`src/rtl/exception_result_unit_pkg.sv`:
```
// Shared definitions for the 8-bit FPU exception path: format fields, op codes,
// canonical special encodings and FSM states.
// Pure declarations, no logic or latency of its own.
package exception_result_unit_pkg;

    // sign[7], exponent[6:3] (bias 7), mantissa[2:0]
    localparam int unsigned FP_W     = 8;
    localparam int unsigned SIGN_BIT = 7;
    localparam int unsigned EXP_MSB  = 6;
    localparam int unsigned EXP_LSB  = 3;
    localparam int unsigned MAN_MSB  = 2;
    localparam int unsigned MAN_LSB  = 0;

    typedef enum logic [1:0] {
        OP_ADD = 2'd0,
        OP_SUB = 2'd1,
        OP_MUL = 2'd2,
        OP_DIV = 2'd3
    } op_e;

    localparam logic [FP_W-1:0] FP_NAN   = 8'h7C;
    localparam logic [FP_W-1:0] FP_PINF  = 8'h78;
    localparam logic [FP_W-1:0] FP_NINF  = 8'hF8;
    localparam logic [FP_W-1:0] FP_PZERO = 8'h00;
    localparam logic [FP_W-1:0] FP_NZERO = 8'h80;

    typedef enum logic [1:0] {
        ST_IDLE = 2'd0,
        ST_EVAL = 2'd1,
        ST_HOLD = 2'd2
    } state_e;

    typedef struct packed {
        logic invalid;
        logic div0;
        logic inf;
    } exc_flags_t;

    function automatic logic [FP_W-1:0] signed_inf(input logic s);
        return s ? FP_NINF : FP_PINF;
    endfunction

    function automatic logic [FP_W-1:0] signed_zero(input logic s);
        return s ? FP_NZERO : FP_PZERO;
    endfunction

endpackage

```
`src/rtl/exception_result_unit_fp8_classifier.sv`:
```
// Classifies one 8-bit float operand as NaN / Inf / Zero and extracts its sign.
// Purely combinational, zero latency.
// No handshake; subnormals are reported as ordinary finite values.
module fp8_classifier
    import exception_result_unit_pkg::*;
(
    input  logic [FP_W-1:0] fp_i,
    output logic            is_nan_o,
    output logic            is_inf_o,
    output logic            is_zero_o,
    output logic            sign_o
);

    logic [EXP_MSB-EXP_LSB:0] exp_f;
    logic [MAN_MSB-MAN_LSB:0] man_f;
    logic                     exp_max;

    assign exp_f   = fp_i[EXP_MSB:EXP_LSB];
    assign man_f   = fp_i[MAN_MSB:MAN_LSB];
    assign exp_max = &exp_f;

    assign is_nan_o  = exp_max && (man_f != '0);
    assign is_inf_o  = exp_max && (man_f == '0);
    assign is_zero_o = (exp_f == '0) && (man_f == '0);
    assign sign_o    = fp_i[SIGN_BIT];

endmodule

```
`src/rtl/exception_result_unit.sv`:
```
// Special-case (NaN/Inf/Zero) result generator with sticky flags and saturating counter.
// Latency: accept -> EVAL -> HOLD (out_valid) ; one result per 3 cycles at best.
// Backpressure: result is held stable in HOLD until out_ready; in_ready low outside IDLE.
module exception_result_unit
    import exception_result_unit_pkg::*;
(
    input  logic            clk,
    input  logic            rst_n,
    input  logic            in_valid,
    output logic            in_ready,
    input  logic [1:0]      in_op,
    input  logic [FP_W-1:0] in0,
    input  logic [FP_W-1:0] in1,
    output logic            out_valid,
    input  logic            out_ready,
    output logic [FP_W-1:0] res_data,
    output logic            res_special,
    input  logic            flags_clr,
    output logic            flag_invalid,
    output logic            flag_div0,
    output logic            flag_inf,
    output logic [7:0]      exc_count
);

    state_e          state_q, state_d;
    logic            load;
    op_e             op_q;
    logic [FP_W-1:0] a_q, b_q;
    logic [FP_W-1:0] res_q, rule_res;
    logic            spec_q, rule_spec;
    exc_flags_t      flags_q, flags_d, rule_set;
    logic [7:0]      cnt_q, cnt_d;
    logic            eval;

    logic a_nan, a_inf, a_zero, a_sign;
    logic b_nan, b_inf, b_zero, b_sign;
    logic b_sign_eff, prod_sign;

    fp8_classifier u_cls_a (
        .fp_i      (a_q),
        .is_nan_o  (a_nan),
        .is_inf_o  (a_inf),
        .is_zero_o (a_zero),
        .sign_o    (a_sign)
    );

    fp8_classifier u_cls_b (
        .fp_i      (b_q),
        .is_nan_o  (b_nan),
        .is_inf_o  (b_inf),
        .is_zero_o (b_zero),
        .sign_o    (b_sign)
    );

    assign eval      = (state_q == ST_EVAL);
    // Ready is forced low while reset is held, even though the state register sits in IDLE.
    assign in_ready  = rst_n && (state_q == ST_IDLE);
    assign out_valid = (state_q == ST_HOLD);

    // Next-state logic: IDLE -> EVAL on accept, EVAL -> HOLD, HOLD -> IDLE on out_ready.
    always_comb begin
        state_d = state_q;
        load    = 1'b0;
        case (state_q)
            ST_IDLE: begin
                if (in_valid) begin
                    load    = 1'b1;
                    state_d = ST_EVAL;
                end
            end
            ST_EVAL: state_d = ST_HOLD;
            ST_HOLD: begin
                if (out_ready) state_d = ST_IDLE;
            end
            default: state_d = ST_IDLE;
        endcase
    end

    // State register.
    always_ff @(posedge clk or negedge rst_n) begin
        if (!rst_n) state_q <= ST_IDLE;
        else        state_q <= state_d;
    end

    // Capture the request; inputs are ignored outside IDLE.
    always_ff @(posedge clk or negedge rst_n) begin
        if (!rst_n) begin
            op_q <= OP_ADD;
            a_q  <= '0;
            b_q  <= '0;
        end else if (load) begin
            op_q <= op_e'(in_op);
            a_q  <= in0;
            b_q  <= in1;
        end
    end

    // Special-case rules in priority order; SUB is ADD with the second sign flipped.
    always_comb begin
        rule_res   = FP_PZERO;
        rule_spec  = 1'b0;
        rule_set   = '0;
        b_sign_eff = b_sign ^ (op_q == OP_SUB);
        prod_sign  = a_sign ^ b_sign;
        if (a_nan || b_nan) begin
            rule_res         = FP_NAN;
            rule_spec        = 1'b1;
            rule_set.invalid = 1'b1;
        end else begin
            case (op_q)
                OP_ADD, OP_SUB: begin
                    if (a_inf && b_inf && (a_sign != b_sign_eff)) begin
                        rule_res         = FP_NAN;
                        rule_spec        = 1'b1;
                        rule_set.invalid = 1'b1;
                    end else if (a_inf || b_inf) begin
                        rule_res     = signed_inf(a_inf ? a_sign : b_sign_eff);
                        rule_spec    = 1'b1;
                        rule_set.inf = 1'b1;
                    end
                end
                OP_MUL: begin
                    if ((a_inf && b_zero) || (a_zero && b_inf)) begin
                        rule_res         = FP_NAN;
                        rule_spec        = 1'b1;
                        rule_set.invalid = 1'b1;
                    end else if (a_inf || b_inf) begin
                        rule_res     = signed_inf(prod_sign);
                        rule_spec    = 1'b1;
                        rule_set.inf = 1'b1;
                    end
                end
                OP_DIV: begin
                    if ((a_zero && b_zero) || (a_inf && b_inf)) begin
                        rule_res         = FP_NAN;
                        rule_spec        = 1'b1;
                        rule_set.invalid = 1'b1;
                    end else if (a_inf) begin
                        rule_res     = signed_inf(prod_sign);
                        rule_spec    = 1'b1;
                        rule_set.inf = 1'b1;
                    end else if (b_inf) begin
                        rule_res  = signed_zero(prod_sign);
                        rule_spec = 1'b1;
                    end else if (b_zero) begin
                        rule_res      = signed_inf(prod_sign);
                        rule_spec     = 1'b1;
                        rule_set.div0 = 1'b1;
                        rule_set.inf  = 1'b1;
                    end
                end
                default: ;
            endcase
        end
    end

    // Result register: written only in EVAL so HOLD presents a stable value.
    always_ff @(posedge clk or negedge rst_n) begin
        if (!rst_n) begin
            res_q  <= '0;
            spec_q <= 1'b0;
        end else if (eval) begin
            res_q  <= rule_res;
            spec_q <= rule_spec;
        end
    end

    // Sticky flags and counter next state: a set in EVAL overrides a same-cycle clear.
    always_comb begin
        flags_d = flags_clr ? exc_flags_t'('0) : flags_q;
        cnt_d   = flags_clr ? 8'h00 : cnt_q;
        if (eval) begin
            flags_d = flags_d | rule_set;
            if (rule_spec && (cnt_d != 8'hFF)) cnt_d = cnt_d + 8'h01;
        end
    end

    // Sticky flag and counter registers.
    always_ff @(posedge clk or negedge rst_n) begin
        if (!rst_n) begin
            flags_q <= '0;
            cnt_q   <= '0;
        end else begin
            flags_q <= flags_d;
            cnt_q   <= cnt_d;
        end
    end

    assign res_data     = res_q;
    assign res_special  = spec_q;
    assign flag_invalid = flags_q.invalid;
    assign flag_div0    = flags_q.div0;
    assign flag_inf     = flags_q.inf;
    assign exc_count    = cnt_q;

endmodule

```
`config.mk`:
```
export PLATFORM = sky130hd
export DESIGN_NAME = exception_result_unit
export DESIGN_NICKNAME = d
export VERILOG_FILES = /design/src/rtl/exception_result_unit_pkg.sv /design/src/rtl/exception_result_unit_fp8_classifier.sv /design/src/rtl/exception_result_unit.sv
export SDC_FILE = /design/constraint.sdc
export NUM_CORES = 1
export LEC_CHECK = 0
export BUFFER_PORTS_ARGS = -buffer_cell sky130_fd_sc_hd__buf_4
export CORE_AREA = 2 2 58 73
export CTS_BUF_LIST = sky130_fd_sc_hd__clkbuf_4 sky130_fd_sc_hd__clkbuf_8
export DETAILED_ROUTE_END_ITERATION = 16
export DIE_AREA = 0 0 60 75
export PLACE_DENSITY = 0.77
export SETUP_SLACK_MARGIN = 0.1
export SYNTH_ARGS = -nofsm -noshare
export SYNTH_HDL_FRONTEND = slang
export SYNTH_HIERARCHICAL = 1
export SYNTH_SLANG_ARGS = --single-unit
```
`constraint.sdc`:
```
create_clock -name clk -period 1.85 [get_ports clk]
set_input_delay 0.37 -clock clk [delete_from_list [all_inputs] [get_ports clk]]
set_output_delay 0.37 -clock clk [all_outputs]
set_load 0.02 [all_outputs]
```
======== Word-level counts from Yosys, hierarchy flattened ========
Index checks and enable logic that the tools add are counted.
storage, ports and cells
  register bits after elaboration ......... 40
  latch bits .............................. 0
  memory bits (writable) .................. 0
  bits in read-only memories .............. 0
  bits of input ports ..................... 23
  output and inout bits ................... 22
  memories kept ........................... 0
cells by class
  add/subtract/negate cells ............... 1
  multipliers ............................. 0
  divide/modulo/power cells ............... 0
  magnitude comparators ................... 0
  equal/unequal tests ..................... 9
  shifts and indexed selects .............. 0
  mux-type cells .......................... 48
  bitwise operators ....................... 3
  reductions and logical operators ........ 29
operators with widths
  cell                 number
  $mux 8               15
  $pmux 8 s3           1
  $mux 1               20
  $logic_and 1x1->1    13
  $mux 2               6
  $pmux 1 s3           3
  $add 8x1->8 const B  1
  $logic_not 4->1      2
  $ne 8x8->1 const B   1
  $reduce_and 4->1     2
  $eq 2x2->1 const B   3
  $logic_not 3->1      2
  $mux 3               2
  $pmux 2 s3           1
  $reduce_bool 3->1    2
  $eq 2x1->1 const B   2
  $logic_not 2->1      2
  $logic_or 1x1->1     4
  $or 3x3->3           1
  $ne 2x1->1 const B   1
  $ne 2x2->1 const B   1
  $reduce_and 2->1     1
  $reduce_or 2->1      1
  $xor 1x1->1          2
  $ne 1x1->1           1

======== Longest topological paths before layout ========
Gate-level depths: netlist (run 1).
  depth in word-level cells ............... 11
  mapped depth ............................ 8
  depth with buffers taken out ............ 8

======== By module ========
The synthesis (run 1) kept the hierarchy.
modules (own cells, without submodules)
  module                 times used  cells an instance  area each (µm²)  seq. area each (µm²)
  exception_result_unit  1           153                1727.9           875.8
  fp8_classifier         2           7                  41.3             0.0

======== Worst setup path before layout (run 1) ========
No wires, ideal clock.
  path kind ............................... reg-to-reg
  from .................................... register cnt_q[1], in the netlist exc_count[1]
  to ...................................... register cnt_q[1], in the netlist exc_count[1]
  library setup time ...................... 128 ps
  arrival time ............................ 1745 ps
  required time ........................... 1722 ps
  slack ................................... -22 ps
  stages on the path, launching flop included .. 8
  cell sequence ........................... dfrtp_1 > clkinvlp_2 > nor2_1 > ha_1 > nand2_1 > nor4_4 > nor2_2 > mux2_1
on the way
  cells in the longest elaborated chain, start to end .. 5
  elaborated cells on any way between the ends .. 6
  classes of those cells .................. add/sub: 1; eq/ne: 1; mux: 3; reduce/logical: 1
ends and longest elaborated chain
  element                                                              line                          text
  from (decl)                                                          exception_result_unit.sv:32   logic [7:0] cnt_q, cnt_d;
  from (signal assigned)                                               exception_result_unit.sv:185  cnt_q <= cnt_d;
  $mux 8 *                                                             exception_result_unit.sv:171  cnt_d = flags_clr ? 8'h00 : cnt_q;
  parallel branches: the longest is 3 deep, another holds $add 8x1->8  -
  $mux 8 *                                                             exception_result_unit.sv:172  if (eval) begin
  net cnt_d[1]                                                         exception_result_unit.sv:32
Mark *: on every way through the listed nets, which the timed path passes.
A chain may end at the register's enable or synchronous reset.

======== Worst setup path in the final report (run 1) ========
  from .................................... register b_q[5]
  to ...................................... register cnt_q[1], in the netlist exc_count[1]
on the way
  cells in the longest elaborated chain, start to end .. 11
  elaborated cells on any way between the ends .. 26
  classes of those cells .................. mux: 11; reduce/logical: 15
ends and longest elaborated chain
  element                 line                                        text
  from (decl)             exception_result_unit.sv:28                 logic [FP_W-1:0] a_q, b_q;
  from (signal assigned)  exception_result_unit.sv:94                 b_q <= in1;
  $logic_not 4->1 *       exception_result_unit_fp8_classifier.sv:24  assign is_zero_o = (exp_f == '0) && (man_f == '0);
  $logic_and 1x1->1 *     exception_result_unit_fp8_classifier.sv:24
  net b_zero              exception_result_unit.sv:36                 logic b_nan, b_inf, b_zero, b_sign;
  $mux 1                  exception_result_unit.sv:145                end else if (b_zero) begin
  $mux 1                  exception_result_unit.sv:142                end else if (b_inf) begin
  $mux 1                  exception_result_unit.sv:138                end else if (a_inf) begin
  $mux 1                  exception_result_unit.sv:134                if ((a_zero && b_zero) || (a_inf && b_inf)) begin
  $pmux 1 s3 *            exception_result_unit.sv:110                case (op_q)
  $mux 1 *                exception_result_unit.sv:105                if (a_nan || b_nan) begin
  $logic_and 1x1->1 *     exception_result_unit.sv:174                if (rule_spec && (cnt_d != 8'hFF)) cnt_d = cnt_d + 8'h01;
  $mux 8 *                exception_result_unit.sv:174
  $mux 8 *                exception_result_unit.sv:172
  net cnt_d[1]            exception_result_unit.sv:32
Mark *: on every way through the listed nets, which the timed path passes. The rest lies on a longest branch.

==> impl_metrics.json, run 1 <==
{
  "pwr_density_cell_nw_per_um2": 1280,
  "clock_latency_ns": 0.28,
  "synth_fa_ha_area_share_pct": 0.691,
  "synth_top_family_by_area": "simple AND/OR/NAND/NOR gates",
  "synth.avg_cell_area_um2": 10.8,
  "holdCritPathClass": "input pin to async pin",
  "synth_simple_gate_area_share_pct": 19.5,
  "grt_first_pass_wirelength_um": 6300,
  "synth-xor-area-share_pct": 4.35,
  "drv_slew": 0,
  "rsz0062_at_grt": "true",
  "clk_pin_slew_ns": 0.06,
  "dp.final_hpwl_um": 2840,
  "critPathArrivalTime_ns": 2.04,
  "cts_tree": "built",
  "hold_viol": 0,
  "post_drt_wl_per_cell_um": 13.4,
  "wl_um": 3800,
  "maxCapViolations": 0,
  "ys.flop_type": "dfrtp_1",
  "antenna_found_initial": 0,
  "drtAntennaViolNets": 0,
  "nFillCells": 299,
  "violations": "negative setup slack",
  "rows": 25,
  "postSynth.asyncResetShare_pct": 100,
  "synth-compound-area-share_pct": 8.71,
  "slew_headroom_pct": 61.9,
  "drtIter0Drc": 46,
  "cts.path.max_buffers": 2,
  "layout-drive-gt1-share_pct": 52.0,
  "status": "finished with violations",
  "clock_skew_ns": 0.00186,
  "synth_area_leaders": "dfrtp_1, mux2_2, buf_4",
  "grt_usage_pct": 19.0,
  "vias": 1449,
  "synth_cells": 167,
  "finalSetupViolCount": 1,
  "netlist.area_leader.share_pct": 48.4,
  "met1_length_um": 1540,
  "drc": 0,
  "grt_max_degree": 36,
  "grt_overflow_total": 0,
  "syn_to_final_growth_pct": 39.1,
  "io_buffers": 42,
  "root_buffer": "clkbuf_8",
  "yosysTopAreaCell": "dfrtp_1",
  "synthMuxAreaShare_pct": 11.8,
  "period_share_pct": 101,
  "worst_setup_path_end_kind": "flip-flop",
  "die-area_um2": 4500,
  "grt_pass1_vias": 1397,
  "yosysWarnings": 6,
  "setup.worst_path.class": "flip-flop to flip-flop",
  "die_w_um": 60,
  "critPathMaxFanout": 6,
  "yosysMostFrequentCell": "dfrtp_1",
  "cp-start-kind": "flip-flop",
  "cts.sinks": 35,
  "cp.required_ns": 2.02,
  "gp_congestion": 0.868,
  "hold_buffers": 0,
  "worst_pin_slew_ns": 0.557,
  "dieHeight_um": 75,
  "ys_types": 46,
  "n_antenna_cell": 0,
  "dr.pass1.iters": 4,
  "hold-worst-slack_ns": 0.118,
  "start_util_pct": 47.8,
  "peakVddDrop_v": 0.000670,
  "wl_met3_um": 149,
  "regToRegSetupSlack_ns": -0.02,
  "yosys-top-cells-count": "dfrtp_1, mux2_2, nand2_1, nor2_1, buf_4",
  "syn_area_um2": 1810,
  "synth_edf_count": 0,
  "wl_met2_um": 2060,
  "stdcell_count": 283,
  "p_leak_nw": 1.11,
  "fmax_ghz": 0.536,
  "top_layer": "met4",
  "cts-buffers-inserted": 5,
  "ios": 45,
  "setup_ws_ns": -0.0162,
  "ys_ff_latch": 35,
  "htree_levels": 2,
  "synth-seq-area-share_pct": 48.4,
  "place_inst": 268,
  "layout.nets": 252,
  "routed_via_density": 5.12,
  "period_needed_ns": 1.87,
  "core_um2": 3780
}
## logic make-up after synthesis
logic type	after synthesis
and+or+nand+nor	60
buffers and inverters	20
DFF	35
other	1
AOI/OAI and AO/OA	22
adders and majority gates	1
muxes	19
xor gates and xnor gates	9
## layer usage
| metal | track usage (%) | vias up |
|---|---|---|
| li1 | - | 704 |
| met1 | 21.1 | 694 |
| met2 | 35.5 | 44 |
| met3 | 4.12 | 7 |
| met4 | 5.68 | 0 |
| met5 | 0 | - |
## critical path, stage by stage, from the launching register on
cell and delay [ns]:
dfrtp_1 0.40, nor4_2 0.27, and2_4 0.20, nand3_4 0.08, a31o_4 0.30, nor2_4 0.19
mux2_4 0.32
## what timing repair did
item | CTS | global route
endpoints found under the setup margin | 10 | 13
setup buffers | 6 | 3
gates resized for setup | 11 | 20
pin swaps | 6 | 17
## flip-flops by register name (all words and copies together), names as in the netlist
name and flops:
a_q 8, b_q 8, exc_count 8, res_data 3, op_q 2, state_q 2, flag_div0 1, flag_inf 1
flag_invalid 1, res_special 1
## where the power goes
part	total, mW	internal (mW)	leakage, nW	switching, mW
Combinational	1.30	0.693	0.619	0.608
Clock	0.604	0.354	0.0549	0.250
Sequential	1.32	1.05	0.441	0.267
## final cells by class
| cell class | count | area (um^2) | share of cell area [%] |
|---|---|---|---|
| timing repair buffer | 66 | 507 | 20.1 |
| multi-input combinational | 113 | 935 | 37.1 |
| sequential | 35 | 876 | 34.8 |
| inverter | 7 | 30.0 | 1.19 |
| tap | 54 | 67.6 | 2.68 |
| clock buffer | 8 | 104 | 4.12 |
## worst paths after layout
check | cells past startpoint | from | to
min in group clk | 2 | out_ready | state_q[1]$_DFFE_PN0P_
setup reg to reg | 6 | b_q[5]$_DFFE_PN0P_ | exc_count[1]$_DFF_PN0_
hold reg to reg | 2 | res_special$_DFFE_PN0N_ | res_special$_DFFE_PN0N_
max in group asynchronous | 2 | rst_n | op_q[1]$_DFFE_PN0P_
hold / removal | 2 | rst_n | exc_count[2]$_DFF_PN0_
setup / recovery | 6 | b_q[5]$_DFFE_PN0P_ | exc_count[1]$_DFF_PN0_
## cell usage in the layout, fill, tap and decap left out, types with 2 or more instances in the layout
cell type and instances:
buf_4 63, dfrtp_1 35, mux2_2 18, nand2_1 12
nor2_1 9, clkbuf_8 7, inv_1 6, xnor2_1 6
nor2b_1 5, o21ai_1 4, xor2_1 3, nand3_1 3
nand4_1 3, buf_6 3, nor4_2 3, o22ai_1 2
a21oi_1 2, nor2_4 2, nand2_2 2, nand2b_1 2
nor3_4 2, o21ai_0 2, conb_1 2, nor3_2 2
## through the flow
| step | setup TNS, ns | power (mW) | worst slack (ns) | area (um^2) | util, % |
|---|---|---|---|---|---|
| after floorplan | -0.0225 | 2.10 | -0.0225 | 1820 | - |
| after global placement | 0 | 2.51 | 0.00746 | 2240 | 59.3 |
| after detailed placement | -0.0283 | 2.55 | -0.0283 | 2240 | 59.3 |
| after CTS | 0 | 3.19 | 0.00456 | 2440 | 64.4 |
| after global routing | -0.401 | 3.43 | -0.111 | 2520 | 66.5 |
| final | -0.0162 | 3.22 | -0.0162 | 2520 | 66.5 |
(Power assumes the default switching activity.)
==> inputs of run 2 (changes only) <==
==> constraint.sdc (replaced) <==
create_clock -name clk -period 1.85 [get_ports clk]
set_input_delay 0.2775 -clock clk [delete_from_list [all_inputs] [get_ports clk]]
set_output_delay 0.2775 -clock clk [all_outputs]
set_load 0.02 [all_outputs]
==> run 2 against run 1 <==
Effect of this change:
- the run now ends clean
- design area fell by 0.30%
- clock power rose by 3%
- fmax rose by 2.0%
- utilization fell by 0.20 points
- worst setup slack improved by 0.037 ns
- die area did not move
- sequential share of layout area rose by 0.10 points
- power rose by 1.2%
- via count rose by 3.0%
- wire length rose by 2.9%
==> impl_metrics.json, run 2 (synthesis gave the netlist of run 1 again) <==
{
  "status": "finished clean",
  "cp-start-kind": "flip-flop",
  "total_power_mw": 3.26,
  "drv_slew": 0,
  "crit_slowest_cell": "dfrtp_1",
  "drtIter0Drc": 66,
  "gp_congestion": 0.908,
  "dr.pass1.iters": 4,
  "fin_area_um2": 2510,
  "wl_um": 3910,
  "grt_overflow_total": 0,
  "hold-worst-slack_ns": 0.0200,
  "setup.worst_path.class": "flip-flop to flip-flop",
  "grt_pass1_vias": 1548,
  "clock_skew_ns": 0.00469,
  "cts.path.max_buffers": 2,
  "cp_slowest_stage_delay_ns": 0.40,
  "multiInputGateArea_um2": 916,
  "post_drt_wl_per_cell_um": 13.7,
  "pwr_density_cell_nw_per_um2": 1300,
  "grt_usage_pct": 19.7,
  "ios": 45,
  "clk_pin_slew_ns": 0.07,
  "post-route-util_pct": 66.3,
  "n_antenna_cell": 0,
  "seqCellArea_um2": 876,
  "layout-drive-gt1-share_pct": 52.6,
  "die_w_um": 60,
  "critPathMaxFanout": 6,
  "rsz0062_at_grt": "true",
  "htree_levels": 2,
  "nFillCells": 310,
  "crit_chain": "nor4_2, and2_4, nand3_4, a31o_4, nor2_4, mux2_4",
  "cts_tree": "built",
  "reg2reg_depth": 6,
  "die-area_um2": 4500,
  "period_needed_ns": 1.83,
  "antenna_found_initial": 0,
  "start_util_pct": 47.8,
  "critPathArrivalTime_ns": 2.00,
  "dp.final_hpwl_um": 2830,
  "vias": 1492,
  "finalSetupViolCount": 0,
  "peakVddDrop_v": 0.000813,
  "fmax_ghz": 0.547,
  "holdCritPathClass": "input pin to async pin",
  "drtAntennaViolNets": 0,
  "hold_viol": 0,
  "period_share_pct": 98.9,
  "layout_common_cells": "buf_4, dfrtp_1, mux2_2, nand2_1, nor2_1",
  "worst_setup_path_end_kind": "flip-flop",
  "cp.required_ns": 2.03,
  "cts-buffers-inserted": 5,
  "drc": 0,
  "grt_max_degree": 36,
  "cp.depth": 6,
  "layout.nets": 255,
  "clock_latency_ns": 0.29,
  "worst-path-buf-inv": 0,
  "core_um2": 3780,
  "grt_first_pass_wirelength_um": 6530,
  "cts.sinks": 35,
  "dieHeight_um": 75,
  "syn_to_final_growth_pct": 38.7,
  "root_buffer": "clkbuf_8",
  "path_delay_family": "simple AND/OR/NAND/NOR gates",
  "routed_via_density": 5.22,
  "maxCapViolations": 0,
  "p_leak_nw": 1.12,
  "placed_area_um2": 2250,
  "tns_ns": 0,
  "layout.cells.most_common": "buf_4",
  "rows": 25,
  "io_buffers": 42
}
run 2: where the power goes:
group / leakage, nW / switching, mW / internal (mW)
Combinational: 0.620 / 0.601 / 0.715
Clock: 0.0549 / 0.269 / 0.354
Sequential: 0.441 / 0.272 / 1.05
run 2: final cells by class:
class / instances / share of cell area [%]
inverters: 7 / 1.20
flip-flops and latches: 35 / 34.9
repair buffers: 69 / 20.6
well taps: 54 / 2.69
multi-input cells: 113 / 36.5
clock buffers: 8 / 4.14
run 2: metal layers:
layer  vias up  wire, um  track usage [%]
met5         -         0                0
met4         0        99             9.38
met3        10       176             4.81
met2        45      2120             36.5
met1       726      1510             20.3
li1        711         -                -
run 2: worst paths after layout:
check	slack [ns]	from	to
min in group clk	0.17	out_ready	state_q[1]$_DFFE_PN0P_
hold reg to reg	0.49	res_special$_DFFE_PN0N_	res_special$_DFFE_PN0N_
setup reg to reg	0.02	b_q[4]$_DFFE_PN0P_	exc_count[1]$_DFF_PN0_
max in group asynchronous	1.52	rst_n	op_q[1]$_DFFE_PN0P_
setup / recovery	0.02	b_q[4]$_DFFE_PN0P_	exc_count[1]$_DFF_PN0_
hold / removal	0.02	rst_n	res_special$_DFFE_PN0N_
run 2: timing repair:
| item | 4_1_cts | 5_1_grt |
|---|---|---|
| setup buffers | 6 | 3 |
| endpoints found under the setup margin | 11 | 14 |
| pin swaps | 2 | 5 |
| endpoints found under the hold margin | 0 | 0 |
| gates resized for setup | 12 | 14 |
| hold buffers | 0 | 0 |
run 2: per-stage QoR:
step	std cells	worst slack [ns]
after global routing	286	-0.0909
final	286	0.0211
after CTS	283	0.0311
after floorplan	168	-0.0225
after global placement	269	0.0473
after detailed placement	269	-0.0385
==> inputs of run 3 (changes only) <==
--- a/config.mk
+++ b/config.mk
@@ -14,2 +14,3 @@
 export SETUP_SLACK_MARGIN = 0.1
+export SKIP_LAST_GASP = 1
 export SYNTH_ARGS = -nofsm -noshare
==> constraint.sdc (replaced) <==
create_clock -name clk -period 1.85 [get_ports clk]
set_input_delay 0.0925 -clock clk [delete_from_list [all_inputs] [get_ports clk]]
set_output_delay 0.0925 -clock clk [all_outputs]
set_load 0.02 [all_outputs]
==> run 3 against run 2 <==
Effect of this change:
- the run now ends with negative setup slack left
- first-iteration DRC count shrank 21%
- utilization rose by 1.4 points
- wire length rose by 1.9%
- sequential power hardly changed
- cell count up 0.35%
- hold slack gained 0.0092 ns
- sequential share of layout area is 0.73 points lower
- fmax shrank 2.0%
- power grew 6.2%
- die area did not move
- combinational power hardly changed
- design area grew 2.1%
- largest cell class unchanged
- largest power group unchanged
- highest routed layer unchanged
==> impl_metrics.json, run 3 (synthesis gave the netlist of run 1 again) <==
{
  "violations": "negative setup slack",
  "min_delay_path_depth": 2,
  "period_share_pct": 101,
  "drtIter0Drc": 52,
  "post_drt_wl_per_cell_um": 13.9,
  "pwr_density_cell_nw_per_um2": 1350,
  "layout.cells.most_common": "buf_4",
  "rsz0062_at_grt": "true",
  "gp_congestion": 0.908,
  "die_w_um": 60,
  "n_antenna_cell": 0,
  "rr_startpoint": "exc_count[1]$_DFF_PN0_",
  "clock_latency_ns": 0.29,
  "clock_skew_ns": 0.00632,
  "cp_slowest_stage_delay_ns": 0.39,
  "wl_um": 3990,
  "cts_tree": "built",
  "htree_levels": 2,
  "io_buffers": 42,
  "period_needed_ns": 1.87,
  "cts-buffers-inserted": 5,
  "start_util_pct": 47.8,
  "cp.required_ns": 2.03,
  "cts.path.max_buffers": 2,
  "grt_usage_pct": 20.0,
  "routed_via_density": 5.24,
  "dr.pass1.iters": 4,
  "rows": 25,
  "peakVddDrop_v": 0.000824,
  "layout-drive-gt1-share_pct": 51.5,
  "dp.final_hpwl_um": 2850,
  "worst_setup_path_end_kind": "flip-flop",
  "cts.sinks": 35,
  "regToRegSetupSlack_ns": -0.02,
  "nFillCells": 297,
  "multiInputGateArea_um2": 917,
  "drtAntennaViolNets": 0,
  "seqCellArea_um2": 876,
  "hold_viol": 0,
  "grt_first_pass_wirelength_um": 6700,
  "finalSetupViolCount": 2,
  "layout.nets": 256,
  "hp-start": "in0[2]",
  "grt_overflow_total": 0,
  "syn_to_final_growth_pct": 41.7,
  "core_um2": 3780,
  "cp-start-kind": "flip-flop",
  "vias": 1505,
  "root_buffer": "clkbuf_8",
  "r2r_end": "exc_count[1]$_DFF_PN0_",
  "setup_ws_ns": -0.0164,
  "fmax_ghz": 0.536,
  "place_ws_ns": 0.0109,
  "p_leak_nw": 1.13,
  "crit_chain": "clkinvlp_4, nor2_2, ha_2, nand2_2, nor4_4, buf_4, nor2_4, mux2_4",
  "grt_pass1_vias": 1521,
  "grt_max_degree": 36,
  "clk_pin_slew_ns": 0.07,
  "ios": 45,
  "die-area_um2": 4500,
  "crit_slowest_cell": "dfrtp_1",
  "drv_slew": 0,
  "reg2reg_depth": 8,
  "min_to": "a_q[2]$_DFFE_PN0P_",
  "drc": 0,
  "layout_common_cells": "buf_4, dfrtp_1, mux2_2, nand2_1, nor2_1",
  "dieHeight_um": 75,
  "setup.worst_path.class": "flip-flop to flip-flop",
  "hold-worst-slack_ns": 0.0293,
  "antenna_found_initial": 0,
  "status": "finished with violations",
  "critPathMaxFanout": 4,
  "maxCapViolations": 0,
  "critPathArrivalTime_ns": 2.05,
  "holdCritPathClass": "input pin to flip-flop"
}
==> run 3: metrics by stage <==
stage / power, mW / utilization, % / cells / area [um^2] / setup TNS, ns
2_1_floorplan: 2.10 / - / 168 / 1820 / -0.0225
4_1_cts: 3.41 / 65.0 / 281 / 2460 / 0
5_1_grt: 3.68 / 67.8 / 287 / 2560 / -0.592
3_3_place_gp: 2.52 / 59.5 / 269 / 2250 / 0
3_5_place_dp: 2.55 / 59.5 / 269 / 2250 / 0
6_report: 3.46 / 67.8 / 287 / 2560 / -0.0187
==> run 3: worst max path at each step <==
| stage | start | end | slack, ns | cells after the start |
|---|---|---|---|---|
| floorplan | exc_count[1]$_DFF_PN0_ | exc_count[1]$_DFF_PN0_ | -0.02 | 7 |
| global placement | b_q[5]$_DFFE_PN0P_ | res_data[7]$_DFFE_PN0N_ | 0.03 | 7 |
| detailed placement | b_q[4]$_DFFE_PN0P_ | exc_count[1]$_DFF_PN0_ | 0.01 | 6 |
| CTS | b_q[5]$_DFFE_PN0P_ | exc_count[4]$_DFF_PN0_ | 0.03 | 7 |
| global route | exc_count[1]$_DFF_PN0_ | exc_count[5]$_DFF_PN0_ | -0.11 | 10 |
| finish | exc_count[1]$_DFF_PN0_ | exc_count[1]$_DFF_PN0_ | -0.02 | 8 |
==> run 3: power by group <==
group | switching, mW | internal (mW) | leakage, nW
registers | 0.285 | 1.05 | 0.441
clock network | 0.276 | 0.537 | 0.0644
logic | 0.607 | 0.709 | 0.628
total | 1.17 | 2.29 | 1.13
==> run 3: final cells by class <==
type / count / area share, %
Inverter: 7 / 1.17
Multi-Input combinational cell: 113 / 35.8
Clock inverter: 3 / 2.63
Tap cell: 54 / 2.63
Clock buffer: 5 / 2.68
Sequential cell: 35 / 34.1
Timing Repair Buffer: 70 / 21.0
==> run 3: routing by layer <==
layer,track usage [%],share of wire (%)
met4,8.64,2.2
met5,0,0
met3,4.98,4.6
met1,23.1,38
met2,34.9,55
==> run 3: worst max-delay path, delay by kind of cell, from the launching register on <==
kind                     cells  cell delay, ns
adder cells (fa/ha/maj)      1            0.20
flip-flops                   1            0.39
AND/OR/NAND/NOR              4            0.56
multiplexers                 1            0.30
buffers and inverters        2            0.30
==> run 3: what timing repair did <==
| item | in CTS | in global routing |
|---|---|---|
| pin swaps | 4 | 8 |
| setup endpoints to repair | 10 | 13 |
| resized for setup | 8 | 17 |
| buffers inserted | 2 | 6 |
| hold endpoints to repair | 36 | 0 |
| hold buffers | 2 | 0 |
